**config.mk**
```make
export PLATFORM = sky130hd
export DESIGN_NAME = sobel_read_sched_flat
export DESIGN_NICKNAME = d
export VERILOG_FILES = /design/src/rtl/sobel_pkg.sv /design/src/rtl/sobel_read_sched_if.sv /design/src/rtl/sobel_base_counter.sv /design/src/rtl/sobel_read_sched.sv /design/src/flat_wrapper.sv
export SDC_FILE = /design/constraint.sdc
export NUM_CORES = 1
export LEC_CHECK = 0
export CORE_ASPECT_RATIO = 0.9
export CORE_MARGIN = 3
export CORE_UTILIZATION = 59
export CTS_CLUSTER_DIAMETER = 60
export DETAILED_ROUTE_END_ITERATION = 8
export GPL_TIMING_DRIVEN = 0
export PLACE_DENSITY = 0.89
export SYNTH_ARGS = -nofsm -noshare
export SYNTH_HDL_FRONTEND = slang
export SYNTH_SLANG_ARGS = --single-unit
```
**constraint.sdc**
```tcl
create_clock -name clk -period 8.1 [get_ports clk]
set_clock_uncertainty 0.1 [all_clocks]
set_input_delay 0.81 -clock clk [delete_from_list [all_inputs] [get_ports clk]]
set_output_delay 0.81 -clock clk [all_outputs]
set_load 0.05 [all_outputs]
```
**src/rtl/sobel_pkg.sv**
```systemverilog
// Shared types and constants for the sobelFilter source-SRAM read scheduler.
package sobel_pkg;

   localparam int SOBEL_ADDR_W     = 20;
   localparam int SOBEL_ROW_STRIDE = 256;
   localparam int SOBEL_ROWS       = 4;
   localparam int SOBEL_START_ADDR = 768;
   localparam int SOBEL_END_ADDR   = 65535;

   typedef enum logic [2:0] {
      S_IDLE  = 3'd0,
      S_PRIME = 3'd1,
      S_FETCH = 3'd2,
      S_HOLD  = 3'd3,
      S_DONE  = 3'd4
   } sched_state_t;

   typedef logic [63:0] pixel_word_t;

endpackage

```
**src/rtl/sobel_read_sched_if.sv**
```systemverilog
// Handshake/address bundle between the read scheduler and its host (SRAM port + sobelFilter).
interface sobel_read_sched_if
   import sobel_pkg::*;
#(
   parameter int ADDR_W = SOBEL_ADDR_W
);
   logic              start_en;
   logic              get_next;
   logic [ADDR_W-1:0] read_addr;
   logic              rd_issue;
   logic              q_valid;
   logic [1:0]        q_row;
   logic [7:0]        col_pos;
   logic              busy;
   logic              done;

   modport master (
      input  start_en, get_next,
      output read_addr, rd_issue, q_valid, q_row, col_pos, busy, done
   );

   modport slave (
      output start_en, get_next,
      input  read_addr, rd_issue, q_valid, q_row, col_pos, busy, done
   );
endinterface

```
**src/rtl/sobel_base_counter.sv**
```systemverilog
// Column base register: loads the frame start, advances by one column, and
// jumps one row down (back to column 0) when the current column is the last in its row.
module sobel_base_counter
   import sobel_pkg::*;
#(
   parameter int ADDR_W     = SOBEL_ADDR_W,
   parameter int ROW_STRIDE = SOBEL_ROW_STRIDE,
   parameter int START_ADDR = SOBEL_START_ADDR
)(
   input  logic              clk,
   input  logic              reset,
   input  logic              load_i,
   input  logic              advance_i,
   output logic [ADDR_W-1:0] base_o
);
   localparam int                COL_W    = $clog2(ROW_STRIDE);
   localparam logic [COL_W-1:0]  COL_LAST = COL_W'(ROW_STRIDE - 1);
   localparam logic [ADDR_W-1:0] START_A  = ADDR_W'(START_ADDR);

   logic [ADDR_W-1:0] base_q;
   logic [ADDR_W-1:0] base_d;
   logic [ADDR_W-1:0] next_base;
   logic              col_wrap;

   // Wrapping skips a whole row: the window moves down one line as it returns to column 0.
   assign col_wrap  = (base_q[COL_W-1:0] == COL_LAST);
   assign next_base = base_q + (col_wrap ? ADDR_W'(ROW_STRIDE + 1) : ADDR_W'(1));

   always_comb begin
      base_d = base_q;
      if (load_i) begin
         base_d = START_A;
      end else if (advance_i) begin
         base_d = next_base;
      end
   end

   always_ff @(posedge clk or negedge reset) begin
      if (!reset) begin
         base_q <= START_A;
      end else begin
         base_q <= base_d;
      end
   end

   assign base_o = base_q;
endmodule

```
**src/rtl/sobel_read_sched.sv**
```systemverilog
// Read-address scheduler walking a ROWS-tall window column by column for sobelFilter.
// Optional SOBEL_SCHED_PRIME_EN inserts one non-issuing PRIME cycle before the first fetch.
module sobel_read_sched
   import sobel_pkg::*;
#(
   parameter int ADDR_W     = SOBEL_ADDR_W,
   parameter int ROW_STRIDE = SOBEL_ROW_STRIDE,
   parameter int ROWS       = SOBEL_ROWS,
   parameter int START_ADDR = SOBEL_START_ADDR,
   parameter int END_ADDR   = SOBEL_END_ADDR
)(
   input  logic               clk,
   input  logic               reset,
   sobel_read_sched_if.master bus
);
   localparam int                ROW_SH   = $clog2(ROW_STRIDE);
   localparam logic [1:0]        LAST_ROW = 2'(ROWS - 1);
   localparam logic [ADDR_W-1:0] START_A  = ADDR_W'(START_ADDR);
   localparam logic [ADDR_W-1:0] END_A    = ADDR_W'(END_ADDR);

   sched_state_t      state_q, state_d;
   logic [1:0]        row_q, row_d;
   logic              busy_q, busy_d;
   logic [ADDR_W-1:0] last_addr_q;
   logic [7:0]        col_pos_q;
   logic              q_valid_q;
   logic [1:0]        q_row_q;

   logic [ADDR_W-1:0] base;
   logic [ADDR_W-1:0] row_off;
   logic [ADDR_W-1:0] addr_c;
   logic [7:0]        col_c;
   logic              base_load;
   logic              base_adv;
   logic              issue_c;
   logic              done_c;

   sobel_base_counter #(
      .ADDR_W     (ADDR_W),
      .ROW_STRIDE (ROW_STRIDE),
      .START_ADDR (START_ADDR)
   ) u_base (
      .clk       (clk),
      .reset     (reset),
      .load_i    (base_load),
      .advance_i (base_adv),
      .base_o    (base)
   );

   assign row_off = ADDR_W'(row_q) << ROW_SH;

   always_comb begin
      state_d   = state_q;
      row_d     = row_q;
      busy_d    = busy_q;
      base_load = 1'b0;
      base_adv  = 1'b0;
      issue_c   = 1'b0;
      done_c    = 1'b0;
      addr_c    = last_addr_q;
      col_c     = col_pos_q;
      case (state_q)
         S_IDLE: begin
            if (bus.start_en) begin
               busy_d    = 1'b1;
               row_d     = '0;
               base_load = 1'b1;
`ifdef SOBEL_SCHED_PRIME_EN
               state_d   = S_PRIME;
`else
               state_d   = S_FETCH;
`endif
            end
         end
         S_PRIME: begin
            addr_c  = START_A;
            state_d = S_FETCH;
         end
         S_FETCH: begin
            issue_c = 1'b1;
            addr_c  = base - row_off;
            col_c   = base[7:0];
            // get_next only matters on the window's last row; earlier rows always proceed.
            if (row_q == LAST_ROW) begin
               row_d = '0;
               if (base == END_A) begin
                  state_d = S_DONE;
               end else begin
                  base_adv = 1'b1;
                  if (!bus.get_next) begin
                     state_d = S_HOLD;
                  end
               end
            end else begin
               row_d = row_q + 2'd1;
            end
         end
         S_HOLD: begin
            if (bus.get_next) begin
               state_d = S_FETCH;
            end
         end
         S_DONE: begin
            done_c  = 1'b1;
            busy_d  = 1'b0;
            state_d = S_IDLE;
         end
         default: state_d = S_IDLE;
      endcase
   end

   // last_addr_q follows addr_c, so outside FETCH/PRIME the bus simply holds its last value.
   always_ff @(posedge clk or negedge reset) begin
      if (!reset) begin
         state_q     <= S_IDLE;
         row_q       <= '0;
         busy_q      <= 1'b0;
         last_addr_q <= '0;
         col_pos_q   <= '0;
         q_valid_q   <= 1'b0;
         q_row_q     <= '0;
      end else begin
         state_q     <= state_d;
         row_q       <= row_d;
         busy_q      <= busy_d;
         last_addr_q <= addr_c;
         col_pos_q   <= col_c;
         q_valid_q   <= issue_c;
         q_row_q     <= row_q;
      end
   end

   assign bus.read_addr = addr_c;
   assign bus.rd_issue  = issue_c;
   assign bus.q_valid   = q_valid_q;
   assign bus.q_row     = q_row_q;
   assign bus.col_pos   = col_c;
   assign bus.busy      = busy_q;
   assign bus.done      = done_c;
endmodule

```
**src/flat_wrapper.sv**
```systemverilog
// flat-port wrapper written by rule: the top's interface ports become plain ports
module sobel_read_sched_flat import sobel_pkg::*;
#(
   parameter int ADDR_W     = SOBEL_ADDR_W,
   parameter int ROW_STRIDE = SOBEL_ROW_STRIDE,
   parameter int ROWS       = SOBEL_ROWS,
   parameter int START_ADDR = SOBEL_START_ADDR,
   parameter int END_ADDR   = SOBEL_END_ADDR
)
  (clk, reset, bus_start_en, bus_get_next, bus_read_addr, bus_rd_issue, bus_q_valid, bus_q_row, bus_col_pos, bus_busy, bus_done);
  sobel_read_sched_if #(.ADDR_W(ADDR_W)) bus_i ();
  input  logic clk;
  input  logic reset;
  input wire logic [$bits(bus_i.start_en)-1:0] bus_start_en;
  input wire logic [$bits(bus_i.get_next)-1:0] bus_get_next;
  output wire logic [$bits(bus_i.read_addr)-1:0] bus_read_addr;
  output wire logic [$bits(bus_i.rd_issue)-1:0] bus_rd_issue;
  output wire logic [$bits(bus_i.q_valid)-1:0] bus_q_valid;
  output wire logic [$bits(bus_i.q_row)-1:0] bus_q_row;
  output wire logic [$bits(bus_i.col_pos)-1:0] bus_col_pos;
  output wire logic [$bits(bus_i.busy)-1:0] bus_busy;
  output wire logic [$bits(bus_i.done)-1:0] bus_done;
  assign bus_i.start_en = bus_start_en;
  assign bus_i.get_next = bus_get_next;
  assign bus_read_addr = bus_i.read_addr;
  assign bus_rd_issue = bus_i.rd_issue;
  assign bus_q_valid = bus_i.q_valid;
  assign bus_q_row = bus_i.q_row;
  assign bus_col_pos = bus_i.col_pos;
  assign bus_busy = bus_i.busy;
  assign bus_done = bus_i.done;
  sobel_read_sched #(.ADDR_W(ADDR_W), .ROW_STRIDE(ROW_STRIDE), .ROWS(ROWS), .START_ADDR(START_ADDR), .END_ADDR(END_ADDR)) u_core (.clk(clk), .reset(reset), .bus(bus_i));
endmodule
```
=== Word-level counts from Yosys, hierarchy flattened ===
Cells that the tools add are included.

* Flip-flop bits (word level): 57
* Logic and storage cells: 52

* Add/sub/neg operators: 3
* Equal/unequal tests: 11
* Muxes and demuxes: 23
* Reductions and logical operators: 7

{| class="wikitable"
|+ Operators by type and width
! kind !! number
|-
| two-way mux 20 bit || 2
|-
| case mux 20 bit (2 select lines) || 1
|-
| adder 20 x 9 -> 20 bit || 1
|-
| equality test 20 x 16 -> 1 bit, second input constant || 1
|-
| subtractor 20 x 10 -> 20 bit || 1
|-
| two-way mux 3 bit || 5
|-
| case mux 3 bit (4 select lines) || 1
|-
| two-way mux 9 bit || 1
|-
| equality test 8 bit, second input constant || 1
|-
| two-way mux 1 bit || 8
|-
| two-way mux 8 bit || 1
|-
| equality test 3 x 2 -> 1 bit, second input constant || 2
|-
| nonzero test 2 bit || 3
|-
| two-way mux 2 bit || 2
|-
| != test 2 bit, second input constant || 2
|-
| case mux 2 bit (2 select lines) || 1
|-
| AND reduction 2 bit || 2
|-
| AND reduction 4 bit || 1
|-
| equality test 3 x 1 -> 1 bit, second input constant || 1
|-
| equality test 3 bit, second input constant || 1
|-
| logical NOT 3 bit || 1
|-
| != test 3 x 2 -> 1 bit, second input constant || 1
|-
| adder 2 x 1 -> 2 bit, second input constant || 1
|-
| equality test 2 bit, second input constant || 1
|-
| other kinds (2) || 2
|}

=== Depth between registers and ports, before layout ===
* Word-level depth: 6
* Gate-level depth with buffers: 10

=== Cells and area by module ===
From an unflattened synthesis, not the netlist that was laid out.

* Cells, all modules: 273
* Area, all modules: 2,741.4 um2

{| class="wikitable"
|+ Modules (own cells, without submodules)
! module !! times used !! cells each !! area each (um2) !! seq. area each (um2)
|-
| sobel_read_sched || 1 || 168 || 1,699.1 || 925.9
|-
| sobel_base_counter || 1 || 105 || 1,042.2 || 503.0
|}

=== Worst setup path before layout ===
No wires, ideal clock.

* Kind: register -> output
* Start: register u_core.u_base.base_q[8], in the netlist u_core.u_base.base_o[8]
* End: output port bus_read_addr[14]
* Data arrival time: 2,746 ps
* Data required time: 7,190 ps
* Setup slack: 4,444 ps
* Cell stages (with the launch flop): 8
* Buffers on the path: 0
* Cells stage by stage: dfstp_2 > inv_1 > ha_1 > fa_1 > or3b_4 > or3_4 > xor2_1 > o21ai_0

* Longest elaborated chain between the ends: 2

{| class="wikitable"
|+ RTL lines
! what !! line !! text
|-
| from (decl) || sobel_base_counter.sv:20 || <nowiki>logic [ADDR_W-1:0] base_q;</nowiki>
|-
| from (signal assigned) || sobel_base_counter.sv:42 || <nowiki>base_q <= base_d;</nowiki>
|-
| subtractor 20 x 10 -> 20 bit || sobel_read_sched.sv:81 || <nowiki>addr_c = base - row_off;</nowiki>
|-
| case mux 20 bit (2 select lines) || sobel_read_sched.sv:62 || <nowiki>case (state_q)</nowiki>
|-
| to (decl) || flat_wrapper.sv:16 || <nowiki>output wire logic [$bits(bus_i.read_addr)-1:0] bus_read_addr;</nowiki>
|}

No other way between the ends.

=== Final worst setup path ===
* Start: register u_core.row_q[0]
* End: output port bus_read_addr[16]

* Longest elaborated chain between the ends: 2

{| class="wikitable"
|+ RTL lines
! what !! line !! text
|-
| from (decl) || sobel_read_sched.sv:22 || <nowiki>logic [1:0] row_q, row_d;</nowiki>
|-
| from (signal assigned) || sobel_read_sched.sv:124 || <nowiki>row_q <= row_d;</nowiki>
|-
| subtractor 20 x 10 -> 20 bit || sobel_read_sched.sv:81 ||
|-
| case mux 20 bit (2 select lines) || sobel_read_sched.sv:62 ||
|}

No other way between the ends.

==> out/results.ini <==
[clock_tree]
clock_root_buffer=clkbuf_8
insertion_delay_ns=0.33
worst_setup_hold_path_clk_slew_ns=0.06
cts_buffer_depth=2
clock_sinks=57
cts_repair_resize_count=0
cts_buffers=9
tritoncts_clock_tree=built
cts.repair_timing.setup_buffer_count=0
ctsHoldBuffers=0
htree_num_levels=3

[status]
run_status=completed

[place]
post-dp-hpwl_um=4268
routabilityCongestion=0.8700
placed_cell_area_um2=3254
port_buffers=37

[drt]
remaining_antenna_violation_count_after_routing=0
dr.pass1.iters=4
finalWirelength_um=5933
via_per_instance_ratio=5.604
route.vias.total=2253
detail_route.iter0.violations=177
route.detailed.wl_per_inst_um=14.76
remaining_drc_errors=0

[worst_setup_path]
cp-start-kind=flop
worstPathArrival_ns=3.38
worst_setup_path_startpoint=u_core.row_q[0]
required_ns=7.19
worstSetupPathType=reg -> out
rr_startpoint=u_core.u_base.base_o[0]
worstPathMaxFanout=5
endpoint_kind=output pin

[yosys]
yosysSeqAreaShare=0.5119
yosys.area.top_type=dfrtp_1
synth_cells=286
synth-edff-count=0
ranking_of_synthesized_cells_by_area=dfrtp_1 (49%), nand2_1 (8.6%), xnor2_1 (5.0%)
synth.ff_latch_count=57
synth-warning-count=0
synthesis.area_um2=2791
synth.net_count=296
synth.distinct_cells=50
synthesis.area_per_instance_um2=9.760
synth-main-ff-cell=dfrtp_1
yosys.area.top_type_share=0.4931
synth-async-reset-ratio=1.000

[die]
fp.dieArea_um2=5594
fp.dieW_um=78.51
core_area_um2=4518
design.portCount=38
dieHeight_um=71.26
initial_core_util=0.6178
placementRows=23

[timing]
report.final.hold_viol_count=0
setup_viol_count_final=0
max_slew.worst_pin.slew_ns=0.7726
final-max-slew-violation-count=0
fin_crit_sh=0.5302
fmax_mhz=232.8
setup_repair_after_global_routing_missed_its_margin=no
finalCriticalPeriod_ns=4.295
tightest_slew_margin_relative_to_the_limit=0.4836
setup-tns-final_ns=0
worst_hold_slack_ns=0.3701

[global_route]
global_route.usage.met3=0.07161
antenna_found_initial=0
overflow=0
gr-usage-met2=0.3534
grt_pass1_wl_um=10410
first_global_vias=2254
grt_max_degree=33
layer_with_the_highest_usage_after_global_routing=met2
grtUsageMet1=0.3353
groute.usage.overall=0.2422

[run]
maxCapViolCount=0

[power_and_ir_drop]
p_leak_nw=1.576
totalPowerFinal_mw=1.276
power.density_cell_area_nw_per_um2=372.2
highest_ir_drop_seen_on_vdd_uv=224.4

[min_path]
timing.hold.worst.start=u_core.row_q[1]
worst_hold_path_type=reg -> reg

[cells_and_area]
filler_cell_count=310
drive_gt1_frac=0.1176
diodes=0
nNetsFinal=345
area_of_all_placed_cells_without_fillers_um2=3430
layout-area-overhead-vs-synth_pct=22.86

[metrics by stage]
step	utilization	instances	setup WS, ns
2_1_floorplan	-	286	4.444
3_3_place_gp	0.7170	385	4.225
3_5_place_dp	0.7203	386	4.173
4_1_cts	0.7591	402	3.787
5_1_grt	0.7591	402	3.660
6_report	0.7591	402	3.805
[logic make-up after synthesis]
kind of cell    Yosys count  share of synthesized area
compound gates           50                     0.1260
xor+xnor                 21                    0.06589
flops                    57                     0.5119
mux                       1                   0.003586
simple gates            126                     0.2223
fa+ha+maj                 6                    0.02958
buf+inv                  25                    0.04079
[where the power goes]
group / switching, mW / leakage [nW] / total, mW / internal [mW]
Clock: 0.101 / 0.0867 / 0.228 / 0.127
Combinational: 0.456 / 0.737 / 0.654 / 0.198
Sequential: 0.0386 / 0.752 / 0.394 / 0.356
Total: 0.595 / 1.58 / 1.28 / 0.681
[path summary, 6_finish.rpt]
check                                           end  slack, ns  cells past startpoint
max                               bus_read_addr[16]       3.81                      8
min                             u_core.bus.q_row[1]       0.37                      0
max reg2reg                u_core.u_base.base_o[15]       5.28                     10
min reg2reg                     u_core.bus.q_row[1]       0.37                      0
max in group asynchronous       u_core.col_pos_q[4]       6.93                      2
min in group asynchronous    u_core.last_addr_q[14]       0.40                      1
[metal layers]
layer | wire, um | vias to the layer above
met2 | 2759 | 68
met3 | 353 | 11
met4 | 84 | 0
met1 | 2737 | 1087
li1 | - | 1087
met5 | 0 | -
[synthesized netlist by cell type (2+ instances only)]
library cell and number:
buf_2 9, nand4_1 4, o21ai_0 12, nor3b_1 2
o31ai_1 5, nand3_1 8, a21oi_1 8, a31oi_1 2
nor4_1 2, nand2b_1 2, and4_1 4, dfrtp_1 55
nor4b_2 2, nor3_1 2, dfstp_2 2, nand3b_1 2
and3_1 2, inv_1 7, o211ai_1 3, a2111oi_2 2
ha_1 5, or4_1 2, a22oi_1 2, nand2_1 64
xor2_1 5, and2_1 4, a41o_1 2, o21ai_1 4
or3_1 4, a211oi_1 2, nor2_1 17, a211oi_2 2
xnor2_1 16, clkbuf_1 6
[worst max-delay path, cell delays in order, from the launching register on]
cell and delay (ns):
dfrtp_1 0.42, ha_1 0.22, fa_1 0.22, or3b_4 0.40, or3_4 0.35, or3_1 0.33, xor2_1 0.16, o21ai_2 0.13
clkdlybuf4s50_1 0.82
[final cells by class]
| cell class | count | area (um^2) | share of cell area |
|---|---|---|---|
| plain buffers | 17 | 83.83 | 0.02444 |
| clock buffers | 14 | 162.7 | 0.04743 |
| clock inverters | 2 | 12.51 | 0.003648 |
| inverters | 8 | 30.03 | 0.008756 |
| multi-input cells | 204 | 1249 | 0.3641 |
| flip-flops and latches | 57 | 1429 | 0.4166 |
| well taps | 62 | 77.57 | 0.02262 |
| repair buffers | 38 | 385.4 | 0.1124 |
[registers in the layout (all words and copies together) (netlist names)]
register,count
u_core.last_addr_q,20
u_core.u_base.base_o,20
u_core.col_pos_q,8
u_core.state_q,3
u_core.bus.q_row,2
u_core.row_q,2
u_core.bus.busy,1
u_core.bus.q_valid,1
[layout by cell type, fill, tap and decap left out, drive strengths merged, types with 3 or more instances in the layout]
master	netlist	final
a21oi	8	8
ha	5	5
clkdlybuf4s50	0	36
nor2	18	18
dfrtp	55	55
a211oi	4	4
clkbuf	7	21
xor2	5	5
inv	8	8
nand2	65	65
and4	4	4
o21ai	17	17
o211ai	3	3
buf	10	12
xnor2	16	16
nand4	4	4
and2	4	4
or3	5	5
nand3	8	8
o31ai	5	5
Power figures use the tool's default switching activity.
